`src/rtl/mux_n_a_1_reg_if.sv`:
```
// Handshake bundle for the registered N:1 selector: per-source valid/ready/data
// on the input side, one registered word with its source index on the output side.
interface mux_n_a_1_reg_if #(
    parameter int WIDTH    = 8,
    parameter int N_INPUTS = 4
);
    localparam int SEL_W = $clog2(N_INPUTS);

    logic                      mode;
    logic [SEL_W-1:0]          selector;
    logic [N_INPUTS-1:0]       in_valid;
    logic [N_INPUTS*WIDTH-1:0] in_data;
    logic [N_INPUTS-1:0]       in_ready;
    logic                      out_valid;
    logic [WIDTH-1:0]          out_data;
    logic [SEL_W-1:0]          out_sel;
    logic                      out_ready;

    modport master (
        output mode, selector, in_valid, in_data, out_ready,
        input  in_ready, out_valid, out_data, out_sel
    );

    modport slave (
        input  mode, selector, in_valid, in_data, out_ready,
        output in_ready, out_valid, out_data, out_sel
    );
endinterface

```
`src/rtl/mux_n_a_1_reg.sv`:
```
// Registered N:1 data selector with explicit-select or round-robin arbitration
// and a one-entry output register that holds its word under back-pressure.
module mux_n_a_1_reg #(
    parameter int WIDTH    = 8,
    parameter int N_INPUTS = 4
) (
    input logic            clk,
    input logic            reset,
    mux_n_a_1_reg_if.slave bus
);
    localparam int SEL_W = $clog2(N_INPUTS);
    localparam int N_PAD = 1 << SEL_W;

    logic [SEL_W-1:0] rr_ptr;
    logic [SEL_W-1:0] chosen;
    logic             granted;
    logic             load_en;
    logic             xfer;
    logic [SEL_W:0]   rr_res;
    logic [N_PAD-1:0] valid_pad;
    logic [N_PAD-1:0] ready_pad;
    logic [WIDTH-1:0] data_pad [N_PAD];

    // Wrap-around scan from ptr; iterating backwards lets the nearest valid source win.
    function automatic logic [SEL_W:0] rr_pick(input logic [N_INPUTS-1:0] v,
                                               input logic [SEL_W-1:0]    ptr);
        logic [SEL_W:0] res;
        int             j;
        res = '0;
        for (int k = N_INPUTS - 1; k >= 0; k--) begin
            j = int'(ptr) + k;
            if (j >= N_INPUTS) j = j - N_INPUTS;
            if (v[j]) res = {1'b1, SEL_W'(j)};
        end
        return res;
    endfunction

    // Sources are padded to a power of two so an out-of-range selector sees an invalid, zero source.
    always_comb begin
        valid_pad                 = '0;
        valid_pad[N_INPUTS-1:0]   = bus.in_valid;
        data_pad                  = '{default: '0};
        for (int i = 0; i < N_INPUTS; i++) begin
            data_pad[i] = bus.in_data[i*WIDTH +: WIDTH];
        end
    end

    assign rr_res = rr_pick(bus.in_valid, rr_ptr);

    always_comb begin
        if (bus.mode) begin
            chosen  = rr_res[SEL_W-1:0];
            granted = rr_res[SEL_W];
        end else begin
            chosen  = bus.selector;
            granted = valid_pad[bus.selector];
        end
    end

    assign load_en = ~bus.out_valid | bus.out_ready;
    assign xfer    = granted & load_en & ~reset;

    always_comb begin
        ready_pad = '0;
        if (xfer) ready_pad[chosen] = 1'b1;
        bus.in_ready = ready_pad[N_INPUTS-1:0];
    end

    // A fill on the same edge as a drain keeps out_valid high, so there is never a bubble.
    always_ff @(posedge clk) begin
        if (reset) begin
            bus.out_valid <= 1'b0;
            bus.out_data  <= '0;
            bus.out_sel   <= '0;
            rr_ptr        <= '0;
        end else begin
            if (xfer) begin
                bus.out_valid <= 1'b1;
                bus.out_data  <= data_pad[chosen];
                bus.out_sel   <= chosen;
                if (bus.mode) begin
                    rr_ptr <= (int'(chosen) == N_INPUTS - 1) ? '0 : chosen + SEL_W'(1);
                end
            end else if (bus.out_ready) begin
                bus.out_valid <= 1'b0;
            end
        end
    end
endmodule
```
`src/flat_wrapper.sv`:
```
// flat-port wrapper written by rule: the top's interface ports become plain ports
module mux_n_a_1_reg_flat 
#(
    parameter int WIDTH    = 8,
    parameter int N_INPUTS = 4
)
  (clk, reset, bus_mode, bus_selector, bus_in_valid, bus_in_data, bus_out_ready, bus_in_ready, bus_out_valid, bus_out_data, bus_out_sel);
  mux_n_a_1_reg_if #(.WIDTH(WIDTH), .N_INPUTS(N_INPUTS)) bus_i ();
  input logic clk;
  input logic reset;
  input wire logic [$bits(bus_i.mode)-1:0] bus_mode;
  input wire logic [$bits(bus_i.selector)-1:0] bus_selector;
  input wire logic [$bits(bus_i.in_valid)-1:0] bus_in_valid;
  input wire logic [$bits(bus_i.in_data)-1:0] bus_in_data;
  input wire logic [$bits(bus_i.out_ready)-1:0] bus_out_ready;
  output wire logic [$bits(bus_i.in_ready)-1:0] bus_in_ready;
  output wire logic [$bits(bus_i.out_valid)-1:0] bus_out_valid;
  output wire logic [$bits(bus_i.out_data)-1:0] bus_out_data;
  output wire logic [$bits(bus_i.out_sel)-1:0] bus_out_sel;
  assign bus_i.mode = bus_mode;
  assign bus_i.selector = bus_selector;
  assign bus_i.in_valid = bus_in_valid;
  assign bus_i.in_data = bus_in_data;
  assign bus_i.out_ready = bus_out_ready;
  assign bus_in_ready = bus_i.in_ready;
  assign bus_out_valid = bus_i.out_valid;
  assign bus_out_data = bus_i.out_data;
  assign bus_out_sel = bus_i.out_sel;
  mux_n_a_1_reg #(.WIDTH(WIDTH), .N_INPUTS(N_INPUTS)) u_core (.clk(clk), .reset(reset), .bus(bus_i));
endmodule
```
`config.mk`:
```
export PLATFORM = sky130hd
export DESIGN_NAME = mux_n_a_1_reg_flat
export DESIGN_NICKNAME = d
export VERILOG_FILES = /design/src/rtl/mux_n_a_1_reg_if.sv /design/src/rtl/mux_n_a_1_reg.sv /design/src/flat_wrapper.sv
export SDC_FILE = /design/constraint.sdc
export NUM_CORES = 1
export LEC_CHECK = 0
export BUFFER_PORTS_ARGS = -buffer_cell sky130_fd_sc_hd__buf_2
export CAP_MARGIN = 20
export CORE_UTILIZATION = 44
export DETAILED_ROUTE_END_ITERATION = 16
export GPL_ROUTABILITY_DRIVEN = 0
export PLACE_DENSITY = 0.8
export SLEW_MARGIN = 20
export SYNTH_ARGS = -nofsm -noshare
export SYNTH_HDL_FRONTEND = slang
export SYNTH_SLANG_ARGS = --single-unit
export TNS_END_PERCENT = 100
```
`constraint.sdc`:
```
create_clock -name clk -period 2.35 [get_ports clk]
set_input_delay 0.47 -clock clk [delete_from_list [all_inputs] [get_ports clk]]
set_output_delay 0.47 -clock clk [all_outputs]
set_load 0.01 [all_outputs]
```
# Word-level counts from Yosys, hierarchy flattened

Index checks and enable logic that the tools add are counted.

Register bits after elaboration: 13
Input bits: 42
Word-level logic and storage cells: 67
Output and inout port bits: 15

Reductions and logical operators: 3
Eq/ne operators: 1
Add/sub/neg operators: 8
Bitwise operators: 6
Multiplexer cells: 33
Order comparisons: 12

Operator list:

| operator                | count |
|---|---|
| $lt A32 B4 Y1 const B   | 4 |
| $mux W32                | 4 |
| $ge A32 B4 Y1 const B   | 3 |
| $sub A32 B4 Y32 const B | 3 |
| $bmux W8 S2             | 1 |
| $mux W8                 | 2 |
| $mux W1                 | 13 |
| $mux W3                 | 4 |
| $bmux W1 S2             | 5 |
| $add A2 B2 Y3 const B   | 2 |
| $lt A2 B3 Y1 const B    | 2 |
| $mux W2                 | 2 |
| $mux W4                 | 1 |
| $sub A2 B3 Y4 const B   | 1 |
| $add A2 B1 Y3 const B   | 1 |
| $ge A2 B3 Y1 const B    | 1 |
| $ge A3 B3 Y1 const B    | 1 |
| $not A2 Y3              | 1 |
| $add A2 B1 Y2 const B   | 1 |
| $and A1 B1 Y1           | 2 |
| $demux W1 S2            | 1 |
| $eq A2 B1 Y1 const B    | 1 |
| $ge A2 B1 Y1 const B    | 1 |
| $not A1 Y1              | 2 |
| 4 further kinds         | 4 |

# Logic depth before layout (Yosys ltp)

Gate-level depths: netlist (run 1).

Depth after elaboration: 16
Depth in mapped cells: 9
Gate-level depth less buffers: 6

# Worst setup path before layout (run 1)

Ideal clock, no wire load.

Kind: input to output
Start: input port bus_in_valid[0]
End: output port bus_in_ready[0]
Setup slack: 0.280 ns
Data arrival time: 1.600 ns
Cell stages on the path: 7
Data required time: 1.880 ns
Buffers on the path: 2
Cells stage by stage: buf_4 > nand2_1 > o21ai_0 > o21ai_1 > o22ai_2 > buf_2 > nor2b_1

Cells in the longest elaborated chain, start to end: 13
Elaborated cells between the ends (all ways): 28
Those cells by class: order compare (2); mux (23); bitwise (2); reduce/logical (1)

Ends and longest elaborated chain:

| element                                                            | RTL line            | text |
|---|---|---|
| from (decl)                                                        | flat_wrapper.sv:13  | `input wire logic [$bits(bus_i.in_valid)-1:0] bus_in_valid;` |
| $bmux W1 S2                                                        | mux_n_a_1_reg.sv:33 | `if (v[j]) res = {1'b1, SEL_W'(j)};` |
| $mux W1 (implied by the code) (2 in a row)                         | mux_n_a_1_reg.sv:33 |  |
| $mux W3 (4 in a row)                                               | mux_n_a_1_reg.sv:33 |  |
| $mux W2                                                            | mux_n_a_1_reg.sv:51 | `if (bus.mode) begin` |
| $lt A2 B3 Y1 (implied by the code) or $ge A2 B1 Y1 (tied branches) | mux_n_a_1_reg.sv:65 | `if (xfer) ready_pad[chosen] = 1'b1;` |
| $logic_and A1 B1 Y1 (implied by the code)                          | mux_n_a_1_reg.sv:65 |  |
| $mux W1 (implied by the code)                                      | mux_n_a_1_reg.sv:65 |  |
| $demux W1 S2                                                       | n/a                 |  |
| $mux W4 *                                                          | mux_n_a_1_reg.sv:65 |  |
| to (decl)                                                          | flat_wrapper.sv:16  | `output wire logic [$bits(bus_i.in_ready)-1:0] bus_in_ready;` |

Mark *: on every way between the ends. The rest lies on a longest branch, timed or not. The select of a mux whose other input is x is not followed.

# Worst setup path after layout (run 1)

Start: register u_core.rr_ptr[0]
End: output port bus_in_ready[3]

Cells in the longest elaborated chain, start to end: 16
Elaborated cells between the ends (all ways): 41
Those cells by class: add/sub (7); order compare (6); mux (25); bitwise (2); reduce/logical (1)

Ends and longest elaborated chain:

| element                                                            | RTL line            | text |
|---|---|---|
| from (decl)                                                        | mux_n_a_1_reg.sv:14 | `logic [SEL_W-1:0] rr_ptr;` |
| from (signal assigned)                                             | mux_n_a_1_reg.sv:82 | `rr_ptr <= (int'(chosen) == N_INPUTS - 1) ? '0 : chosen + SEL_W'(1);` |
| $add A2 B2 Y3                                                      | mux_n_a_1_reg.sv:31 | `j = int'(ptr) + k;` |
| $sub A32 B4 Y32 or $ge A32 B4 Y1 (tied branches)                   | mux_n_a_1_reg.sv:32 | `if (j >= N_INPUTS) j = j - N_INPUTS;` |
| $mux W32                                                           | mux_n_a_1_reg.sv:32 |  |
| $bmux W1 S2                                                        | mux_n_a_1_reg.sv:33 |  |
| $mux W1 (implied by the code) (2 in a row)                         | mux_n_a_1_reg.sv:33 |  |
| $mux W3 (3 in a row)                                               | mux_n_a_1_reg.sv:33 |  |
| $mux W3 *                                                          | mux_n_a_1_reg.sv:33 |  |
| $mux W2                                                            | mux_n_a_1_reg.sv:51 |  |
| $lt A2 B3 Y1 (implied by the code) or $ge A2 B1 Y1 (tied branches) | mux_n_a_1_reg.sv:65 |  |
| $logic_and A1 B1 Y1 (implied by the code)                          | mux_n_a_1_reg.sv:65 |  |
| $mux W1 (implied by the code)                                      | mux_n_a_1_reg.sv:65 |  |
| $demux W1 S2                                                       | n/a                 |  |
| $mux W4 *                                                          | mux_n_a_1_reg.sv:65 |  |

Marks and branches as above.

==> flow_metrics.env, run 1 <==
export IMPL_outcome="finished, final reports clean"
export IMPL_synth_largest_area_cell="dfxtp_1"
export IMPL_start_kind="flop"
export IMPL_start_util_pct=46.27
export IMPL_fmax_ghz=0.4481
export IMPL_hold_viol_final=0
export IMPL_synth_top_area_share_pct=25.43
export IMPL_wirelength_um=2495
export IMPL_rr_worst_depth=7
export IMPL_async_reset_ff_share_pct=0
export IMPL_synthMuxAreaShare_pct=25.67
export IMPL_final_core_util_pct=60.92
export IMPL_drt_initial_drc_count=19
export IMPL_synth_adder_area_share_pct=0
export IMPL_root_buffer="clkbuf_4"
export IMPL_setup_slack_ps=118.4
export IMPL_wl_per_cell_um=12.54
export IMPL_fin_hold_ws_ps=482.0
export IMPL_dpl_cell_area_mm2=0.001321
export IMPL_path_clk_slew_ps=70
export IMPL_io_pins=57
export IMPL_core_rowCount=17
export IMPL_nFillCells=210
export IMPL_die_y_um=50.23
export IMPL_core_area_mm2=0.002212
export IMPL_cp_data_arrival_time_ps=1760
export IMPL_final_area_mm2=0.001348
export IMPL_vias_per_cell=5.307
export IMPL_cts_tree="yes"
export IMPL_rsz0062_at_grt="no"
export IMPL_ctsResizeCount=0
export IMPL_layout_drive_gt1_share_pct=40.35
export IMPL_ant_nets=0
export IMPL_finalPower_mw=0.6547
export IMPL_ys_top_cells_by_count="mux2i_1 (24), dfxtp_1 (13), a21o_1 (10), nand2b_1 (10), nor3b_1 (9)"
export IMPL_crit_type="flop to primary output"
export IMPL_worstMarginPinSlew_ps=332.6
export IMPL_vdd_drop_max_uv=370.8
export IMPL_synth_xor_area_share_pct=0.8557
export IMPL_cts_buffer_depth=2
export IMPL_grt_overflow_total=0
export IMPL_port_buffers=56
export IMPL_yosysUniqueCellTypes=31
export IMPL_cts_hold_buffers=0
export IMPL_hold_depth=2
export IMPL_synth_compound_area_share_pct=21.39
export IMPL_antenna_found_initial=0
export IMPL_min_period_over_period_pct=94.96
export IMPL_whs_endpoint="u_core.bus.out_sel[0]$_SDFFE_PP0P_"
export IMPL_insertion_delay_ps=270
export IMPL_final_cell_count_no_fill=199
export IMPL_clkSinkCount=13
export IMPL_synth_avg_cell_area_um2=9.057
export IMPL_die_x_um=50.23
export IMPL_power_density_mw_per_mm2=485.8
export IMPL_relSlewSlack_pct=77.80
export IMPL_postCtsSetupRepairBufs=0
export IMPL_reg2reg_slack_ps=410
export IMPL_ys_ff_latch=13
export IMPL_setup_violations=0
export IMPL_netlist_instances=113
export IMPL_hold_path_class="flop to flop"
export IMPL_dp_cells=195
export IMPL_rr_startpoint="u_core.rr_ptr[0]$_SDFFE_PP0P_"
export IMPL_r2r_end="u_core.bus.out_data[0]$_SDFFE_PP0P_"
export IMPL_synth_edf_count=0
export IMPL_die_area_mm2=0.002523
export IMPL_synthToLayoutAreaGrowth_pct=31.66
export IMPL_syn_nets=155
export IMPL_cts_buffers=3
export IMPL_grt_pass1_vias=1037
export IMPL_crit_fanout=11
export IMPL_synth_ff_type="dfxtp_1"
export IMPL_htreeDepth=1
export IMPL_min_period_ps=2232
export IMPL_ys_warn_count=0
export IMPL_drv_slew=0
export IMPL_drv_cap=0
export IMPL_seq_area_frac_synth_pct=25.43
export IMPL_required_ps=1880
export IMPL_grt_pass1_wl_um=3995
export IMPL_synth_top_family_by_area="multiplexers"
export IMPL_detail_route_first_pass_iterations=5
export IMPL_final_setup_tns_ps=0
export IMPL_leakage_nw=0.7340
export IMPL_track_usage_pct=21.04
export IMPL_hpwl_um=2033
export IMPL_synth_area_mm2=0.001023
export IMPL_synth_area_leaders="dfxtp_1 (25%), mux2i_1 (23%), a21o_1 (7.3%), nor3b_1 (6.6%), nand2b_1 (6.1%)"
export IMPL_finalClockSkew_ps=2.897
export IMPL_nNetsFinal=214
export IMPL_remaining_drc_errors=0
export IMPL_synthSimpleGateAreaFrac_pct=19.80
export IMPL_via_count=1056
export IMPL_preCtsSetupSlack_ps=176.2
export IMPL_synth_most_common_cell="mux2i_1"
export IMPL_hp_start="u_core.bus.out_sel[0]$_SDFFE_PP0P_"
export IMPL_grt_max_degree=15
export IMPL_antenna_cells=0
export IMPL_endpoint_kind="primary output"
==> flip-flops by register name, summed over array words and instances (netlist names) <==
| signal | flops |
|---|---|
| u_core.rr_ptr | 2 |
| u_core.bus.out_data | 8 |
| u_core.bus.out_sel | 2 |
| u_core.bus.out_valid | 1 |
==> cell families (layout without fill, tap and decap cells) <==
family	count (synthesis)	after routing
AND/OR/NAND/NOR	35	35
buffers and inverters	10	68
multiplexers	25	25
XOR/XNOR	1	1
AO/OA/AOI/OAI	29	29
flip-flops	13	13
==> final cells by class <==
type                       count  area (um2)  share of cell area, %
inverter                       2       7.507                 0.5571
clock buffer                   4       26.28                  1.950
multi-input combinational     90       693.2                  51.44
sequential                    13       260.3                  19.31
timing repair buffer          62       325.3                  24.14
tap                           28       35.03                  2.600
==> metal layers <==
layer  part of all wire (%)  track usage (%)  vias to the layer above
li1                       -                -                      527
met2                     52            39.33                       41
met1                     40            21.25                      484
met4                   0.92            11.43                        0
met3                    6.5            4.545                        4
met5                      0                0                        -
==> power breakdown <==
group / total [mW] / switching, mW / internal (mW)
clock: 0.133 / 0.0677 / 0.0657
combinational: 0.261 / 0.126 / 0.135
sequential: 0.260 / 0.0153 / 0.245
total: 0.655 / 0.209 / 0.446
==> worst max-delay path by stage <==
stage | from | end | cells past startpoint | slack (ps)
2_1_floorplan | bus_in_valid[0] | bus_in_ready[0] | 7 | 280
3_3_place_gp | bus_selector[1] | bus_in_ready[2] | 7 | 220
3_5_place_dp | bus_selector[1] | bus_in_ready[3] | 7 | 180
4_1_cts | u_core.rr_ptr[0]$_SDFFE_PP0P_ | bus_in_ready[3] | 6 | 120
5_1_grt | u_core.rr_ptr[0]$_SDFFE_PP0P_ | bus_in_ready[3] | 6 | 60
6_report | u_core.rr_ptr[0]$_SDFFE_PP0P_ | bus_in_ready[3] | 6 | 120
==> cells in the final DEF, fill, tap and decap left out, drive strengths merged <==
cell type  synthesis  final
buf                7     62
mux2i             24     24
dfxtp             13     13
nand2b            10     10
a21o              10     10
nor3b              9      9
a21oi              7      7
nor2               6      6
nand2              5      5
clkbuf             1      4
nor2b              3      3
inv                2      2
o221ai             2      2
o21ai              2      2
a221o              1      1
o41ai              1      1
mux4               1      1
nand3b             1      1
o22ai              1      1
a211o              1      1
nor3               1      1
o21a               1      1
a311oi             1      1
a31oi              1      1
xnor2              1      1
a211oi             1      1
==> critical path, stage by stage (launching register included) <==
cell and delay (ps):
dfxtp_1 520, inv_1 110, a221o_1 340, o221ai_2 100
nand2b_1 220, nor2_1 60, buf_2 150
(Power assumes the default switching activity.)
==> run 2, diff against run 1 <==
- CORE_MARGIN: unset -> 5
==> flow_metrics.env, run 2 (same netlist as run 1, synthesis figures left out) <==
export IMPL_die_area_mm2=0.003391
export IMPL_remaining_drc_errors=0
export IMPL_rsz0062_at_grt="no"
export IMPL_drt_initial_drc_count=25
export IMPL_cts_tree="yes"
export IMPL_min_period_ps=2201
export IMPL_root_buffer="clkbuf_4"
export IMPL_rr_startpoint="u_core.rr_ptr[1]$_SDFFE_PP0P_"
export IMPL_wl_met2_um=1315
export IMPL_grt_pass1_vias=1102
export IMPL_die_x_um=58.23
export IMPL_cp_data_arrival_time_ps=1730
export IMPL_outcome="finished, final reports clean"
export IMPL_drv_cap=0
export IMPL_synthToLayoutAreaGrowth_pct=31.91
export IMPL_worstMarginPinSlew_ps=292.0
export IMPL_fmax_ghz=0.4544
export IMPL_min_period_over_period_pct=93.64
export IMPL_crit_fanout=4
export IMPL_cts_buffer_depth=2
export IMPL_hold_viol_final=0
export IMPL_top_register="u_core.bus.out_data"
export IMPL_finalPower_mw=0.6629
export IMPL_via_count=1053
export IMPL_port_buffers=56
export IMPL_postCtsSetupRepairBufs=0
export IMPL_htreeDepth=1
export IMPL_power_density_mw_per_mm2=491.0
export IMPL_wl_met3_um=285
export IMPL_io_pins=57
export IMPL_required_ps=1880
export IMPL_path_clk_slew_ps=70
export IMPL_dp_cells=195
export IMPL_die_y_um=58.23
export IMPL_top_layer_used="met4"
export IMPL_hp_start="u_core.bus.out_sel[0]$_SDFFE_PP0P_"
export IMPL_leakage_nw=0.7371
export IMPL_final_cell_count_no_fill=199
export IMPL_layout_drive_gt1_share_pct=41.52
export IMPL_drv_slew=0
export IMPL_nNetsFinal=214
export IMPL_cts_hold_buffers=0
export IMPL_antenna_found_initial=0
export IMPL_rr_worst_depth=7
export IMPL_clkSinkCount=13
export IMPL_largest_reg_flops=8
export IMPL_core_rowCount=17
export IMPL_hpwl_um=2263
export IMPL_ant_nets=0
export IMPL_detail_route_first_pass_iterations=4
export IMPL_final_setup_tns_ps=0
export IMPL_largestRegisters="u_core.bus.out_data x8, u_core.bus.out_sel x2, u_core.rr_ptr x2"
export IMPL_grt_overflow_total=0
export IMPL_setup_slack_ps=149.4
export IMPL_hold_depth=2
export IMPL_core_area_mm2=0.002212
export IMPL_final_core_util_pct=61.03
export IMPL_grt_max_degree=15
export IMPL_finalClockSkew_ps=10.25
export IMPL_final_cell_mix="buf_2 (56), mux2i_1 (24), dfxtp_1 (12), nand2b_1 (10), a21o_1 (10)"
export IMPL_relSlewSlack_pct=80.28
export IMPL_m1WireLength_um=1035
export IMPL_grt_pass1_wl_um=4519
export IMPL_start_util_pct=46.27
export IMPL_endpoint_kind="primary output"
export IMPL_wirelength_um=2733
export IMPL_setup_violations=0
export IMPL_vdd_drop_max_uv=394.9
export IMPL_preCtsSetupSlack_ps=161.0
export IMPL_start_kind="primary input"
export IMPL_vias_per_cell=5.291
export IMPL_track_usage_pct=17.51
export IMPL_hold_path_class="flop to flop"
export IMPL_final_common_cell="buf_2"
export IMPL_crit_type="primary input to primary output"
export IMPL_insertion_delay_ps=290
export IMPL_wl_per_cell_um=13.73
export IMPL_cts_buffers=3
export IMPL_startpoint="bus_selector[1]"
export IMPL_antenna_cells=0
==> run 2: power breakdown <==
group / internal [mW] / leakage (nW) / total [mW] / switching [mW]
Combinational: 0.135 / 0.612 / 0.260 / 0.125
Clock: 0.0633 / 0.0177 / 0.142 / 0.0783
Sequential: 0.246 / 0.108 / 0.261 / 0.0156
Total: 0.444 / 0.737 / 0.663 / 0.219
==> run 2: final timing paths <==
kind | endpoint | slack [ps]
worst min-delay path | u_core.bus.out_sel[0]$_SDFFE_PP0P_ | 470
worst min register to register | u_core.bus.out_sel[0]$_SDFFE_PP0P_ | 470
worst max-delay path | bus_in_ready[2] | 150
worst max register to register | u_core.bus.out_data[3]$_SDFFE_PP0P_ | 520
==> run 2: layout make-up <==
cell class	count	area [um2]
Sequential cell	13	261.5
Timing Repair Buffer	62	325.3
Tap cell	28	35.03
Fill cell	224	862.1
Inverter	2	7.507
Multi-Input combinational cell	90	693.2
Clock inverter	1	5.005
Clock buffer	3	22.52
==> run 2: routing by layer <==
layer | GRT usage (%) | vias up
li1 | - | 531
met1 | 18.21 | 464
met2 | 30.97 | 50
met3 | 4.232 | 8
met4 | 11.59 | 0
met5 | 0 | -
==> run 2: critical path, cell delays in order <==
cell and delay [ps]:
buf_2 120, mux4_2 320, nand2b_1 90, a21oi_1 310, nand2b_1 150, nor2b_1 130, buf_2 140
==> run 2: metrics by stage <==
step / hold WS (ps) / area, um2
floorplan: 493.6 / 1023
global placement: 459.2 / 1321
detailed placement: 460.8 / 1321
CTS: 474.2 / 1349
global route: 482.3 / 1350
finish: 472.6 / 1350
==> run 2: what timing repair did <==
action                                  4_1_cts  5_1_grt
endpoints found under the setup margin        0        1
resized for setup                             0        1
hold endpoints to repair                      0        0
==> run 3, diff against run 2 <==
- ABC_AREA: unset -> 1
- CORE_UTILIZATION: 44 -> 45
==> flow_metrics.env, run 3 <==
export IMPL_outcome="finished, final reports clean"
export IMPL_ant_nets=0
export IMPL_min_period_over_period_pct=96.59
export IMPL_ys_warn_count=0
export IMPL_critPathSlowestCell="dfxtp_4"
export IMPL_drv_cap=0
export IMPL_largestRegisters="u_core.bus.out_data x8, u_core.bus.out_sel x2, u_core.rr_ptr x2"
export IMPL_endpoint_kind="primary output"
export IMPL_dp_cells=259
export IMPL_required_ps=1880
export IMPL_min_period_ps=2270
export IMPL_synth_edf_count=0
export IMPL_antenna_cells=0
export IMPL_start_util_pct=47.84
export IMPL_grt_overflow_total=0
export IMPL_nNetsFinal=279
export IMPL_cts_buffer_depth=2
export IMPL_synth_top_area_share_pct=24.59
export IMPL_finalClockSkew_ps=6.038
export IMPL_power_density_mw_per_mm2=519.7
export IMPL_crit_type="flop to primary output"
export IMPL_final_cell_mix="buf_2 (56), nand3_1 (51), nand2_1 (46), inv_1 (12), nand3_2 (12)"
export IMPL_path_clk_slew_ps=80
export IMPL_largest_reg_flops=8
export IMPL_drv_slew=0
export IMPL_rsz0062_at_grt="yes"
export IMPL_syn_nets=218
export IMPL_setup_violations=0
export IMPL_core_area_mm2=0.002255
export IMPL_vdd_drop_max_uv=482.3
export IMPL_track_usage_pct=19.41
export IMPL_fmax_ghz=0.4406
export IMPL_die_x_um=58.96
export IMPL_vias_per_cell=5.148
export IMPL_grt_pass1_vias=1214
export IMPL_yosysUniqueCellTypes=17
export IMPL_layout_drive_gt1_share_pct=41.95
export IMPL_hold_path_class="primary input to flop"
export IMPL_async_reset_ff_share_pct=0
export IMPL_cts_buffers=3
export IMPL_drt_initial_drc_count=44
export IMPL_insertion_delay_ps=290
export IMPL_wirelength_um=3233
export IMPL_root_buffer="clkbuf_4"
export IMPL_crit_chain="buf_6, nand2_4, nand3_2, nand2_1, nand3_2, nand2_1, nand2_1, nand3_2, nand2_2, nand2_2, nor2_2, buf_2"
export IMPL_crit_fanout=8
export IMPL_grt_pass1_wl_um=5168
export IMPL_path_buf_inv=2
export IMPL_ys_ff_latch=13
export IMPL_detail_route_first_pass_iterations=4
export IMPL_cp_data_arrival_time_ps=1800
export IMPL_synthToLayoutAreaGrowth_pct=36.54
export IMPL_leakage_nw=0.8212
export IMPL_port_buffers=56
export IMPL_clkSinkCount=13
export IMPL_hpwl_um=2530
export IMPL_synth_ff_type="dfxtp_1"
export IMPL_core_rowCount=17
export IMPL_critPathTopFamily="simple AND/OR/NAND/NOR gates"
export IMPL_worstMarginPinSlew_ps=246.7
export IMPL_die_area_mm2=0.003476
export IMPL_wl_per_cell_um=12.25
export IMPL_via_count=1359
export IMPL_start_kind="flop"
export IMPL_final_cell_count_no_fill=264
export IMPL_seq_area_frac_synth_pct=24.13
export IMPL_antenna_found_initial=0
export IMPL_netlist_instances=176
export IMPL_synth_area_mm2=0.001079
export IMPL_relSlewSlack_pct=83.55
export IMPL_synth_most_common_cell="nand3_1"
export IMPL_hold_viol_final=0
export IMPL_cts_tree="yes"
export IMPL_remaining_drc_errors=0
export IMPL_synth_largest_area_cell="nand3_1"
export IMPL_die_y_um=58.96
export IMPL_synth_avg_cell_area_um2=6.128
export IMPL_htreeDepth=1
export IMPL_synth_area_leaders="nand3_1 (25%), dfxtp_1 (24%), nand2_1 (17%), nand3_2 (9.3%), inv_1 (4.5%)"
export IMPL_ys_top_cells_by_count="nand3_1 (53), nand2_1 (50), dfxtp_1 (13), inv_1 (13), nand3_2 (10)"
export IMPL_top_register="u_core.bus.out_data"
export IMPL_cp_slowest_stage_delay_ps=410
export IMPL_grt_max_degree=18
export IMPL_io_pins=57
export IMPL_fin_hold_ws_ps=361.7
export IMPL_final_common_cell="buf_2"
[run 3: metal layers]
layer  up-vias  part of all wire (%)  GRT usage [%]
met5         -                     0              0
met4         0                   1.5          6.796
met3         5                   7.1          4.167
met2        53                    50          33.12
met1       594                    42          23.82
li1        707                     -              -
[run 3: repair_timing]
action,CTS,global route
hold endpoints to repair,0,0
buffers inserted,0,1
setup endpoints to repair,2,4
pin swaps,0,5
gates resized for setup,1,15
hold buffers,0,0
[run 3: area by class of cell]
| type | count | area [um2] |
|---|---|---|
| Clock buffer | 3 | 22.52 |
| Sequential cell | 13 | 267.8 |
| Clock inverter | 1 | 5.005 |
| Tap cell | 28 | 35.03 |
| Inverter | 15 | 56.30 |
| Multi-Input combinational cell | 138 | 726.9 |
| Timing Repair Buffer | 66 | 359.1 |
| Fill cell | 236 | 782.0 |
[run 3: logic make-up (layout without fill, tap and decap cells)]
group                  Yosys count  in the layout  share of synthesized area, %
DFF                             13             13                         24.13
AOI/OAI and AO/OA               13             13                         7.541
and+or+nand+nor                125            125                         56.38
buffers and inverters           25             85                         11.95
[run 3: final timing paths]
| check | to | slack, ps | depth (start not counted) | from |
|---|---|---|---|---|
| worst min register to register | u_core.bus.out_sel[0]$_SDFFE_PP0P_ | 460 | 2 | u_core.bus.out_sel[0]$_SDFFE_PP0P_ |
| worst min-delay path | u_core.bus.out_sel[0]$_SDFFE_PP0P_ | 360 | 2 | reset |
| worst max register to register | u_core.bus.out_data[6]$_SDFFE_PP0P_ | 600 | 14 | u_core.rr_ptr[0]$_SDFFE_PP0P_ |
| worst max-delay path | bus_in_ready[0] | 80 | 12 | u_core.rr_ptr[0]$_SDFFE_PP0P_ |
[run 3: worst reg2reg max path: stages (launching register included)]
cell and delay (ps):
dfxtp_4 410, buf_6 140, nand2_4 60, nand3_2 90, nand2_1 70, nand3_2 60, nand2_1 50, nand2_1 70
nand3_2 130, nand2_2 110, buf_4 210, nand2_1 70, nand3_1 70, nand3_1 100, nand2_1 70
[run 3: report_power, final]
group	switching, mW	internal (mW)
clock	0.0793	0.0633
combinational	0.204	0.146
sequential	0.0201	0.253
[run 3: stage by stage]
| stage | setup slack [ps] | setup TNS [ps] | instance area (um2) | power, mW | utilization, % |
|---|---|---|---|---|---|
| finish | 80.19 | 0 | 1473 | 0.7654 | 65.32 |
| detailed placement | 220.1 | 0 | 1389 | 0.6145 | 61.60 |
| global placement | 236.9 | 0 | 1389 | 0.6122 | 61.60 |
| floorplan | 354.0 | 0 | 1079 | 0.5022 | - |
| global route | -45.61 | -90.06 | 1473 | 0.8253 | 65.32 |
| CTS | 22.12 | 0 | 1418 | 0.7574 | 62.87 |
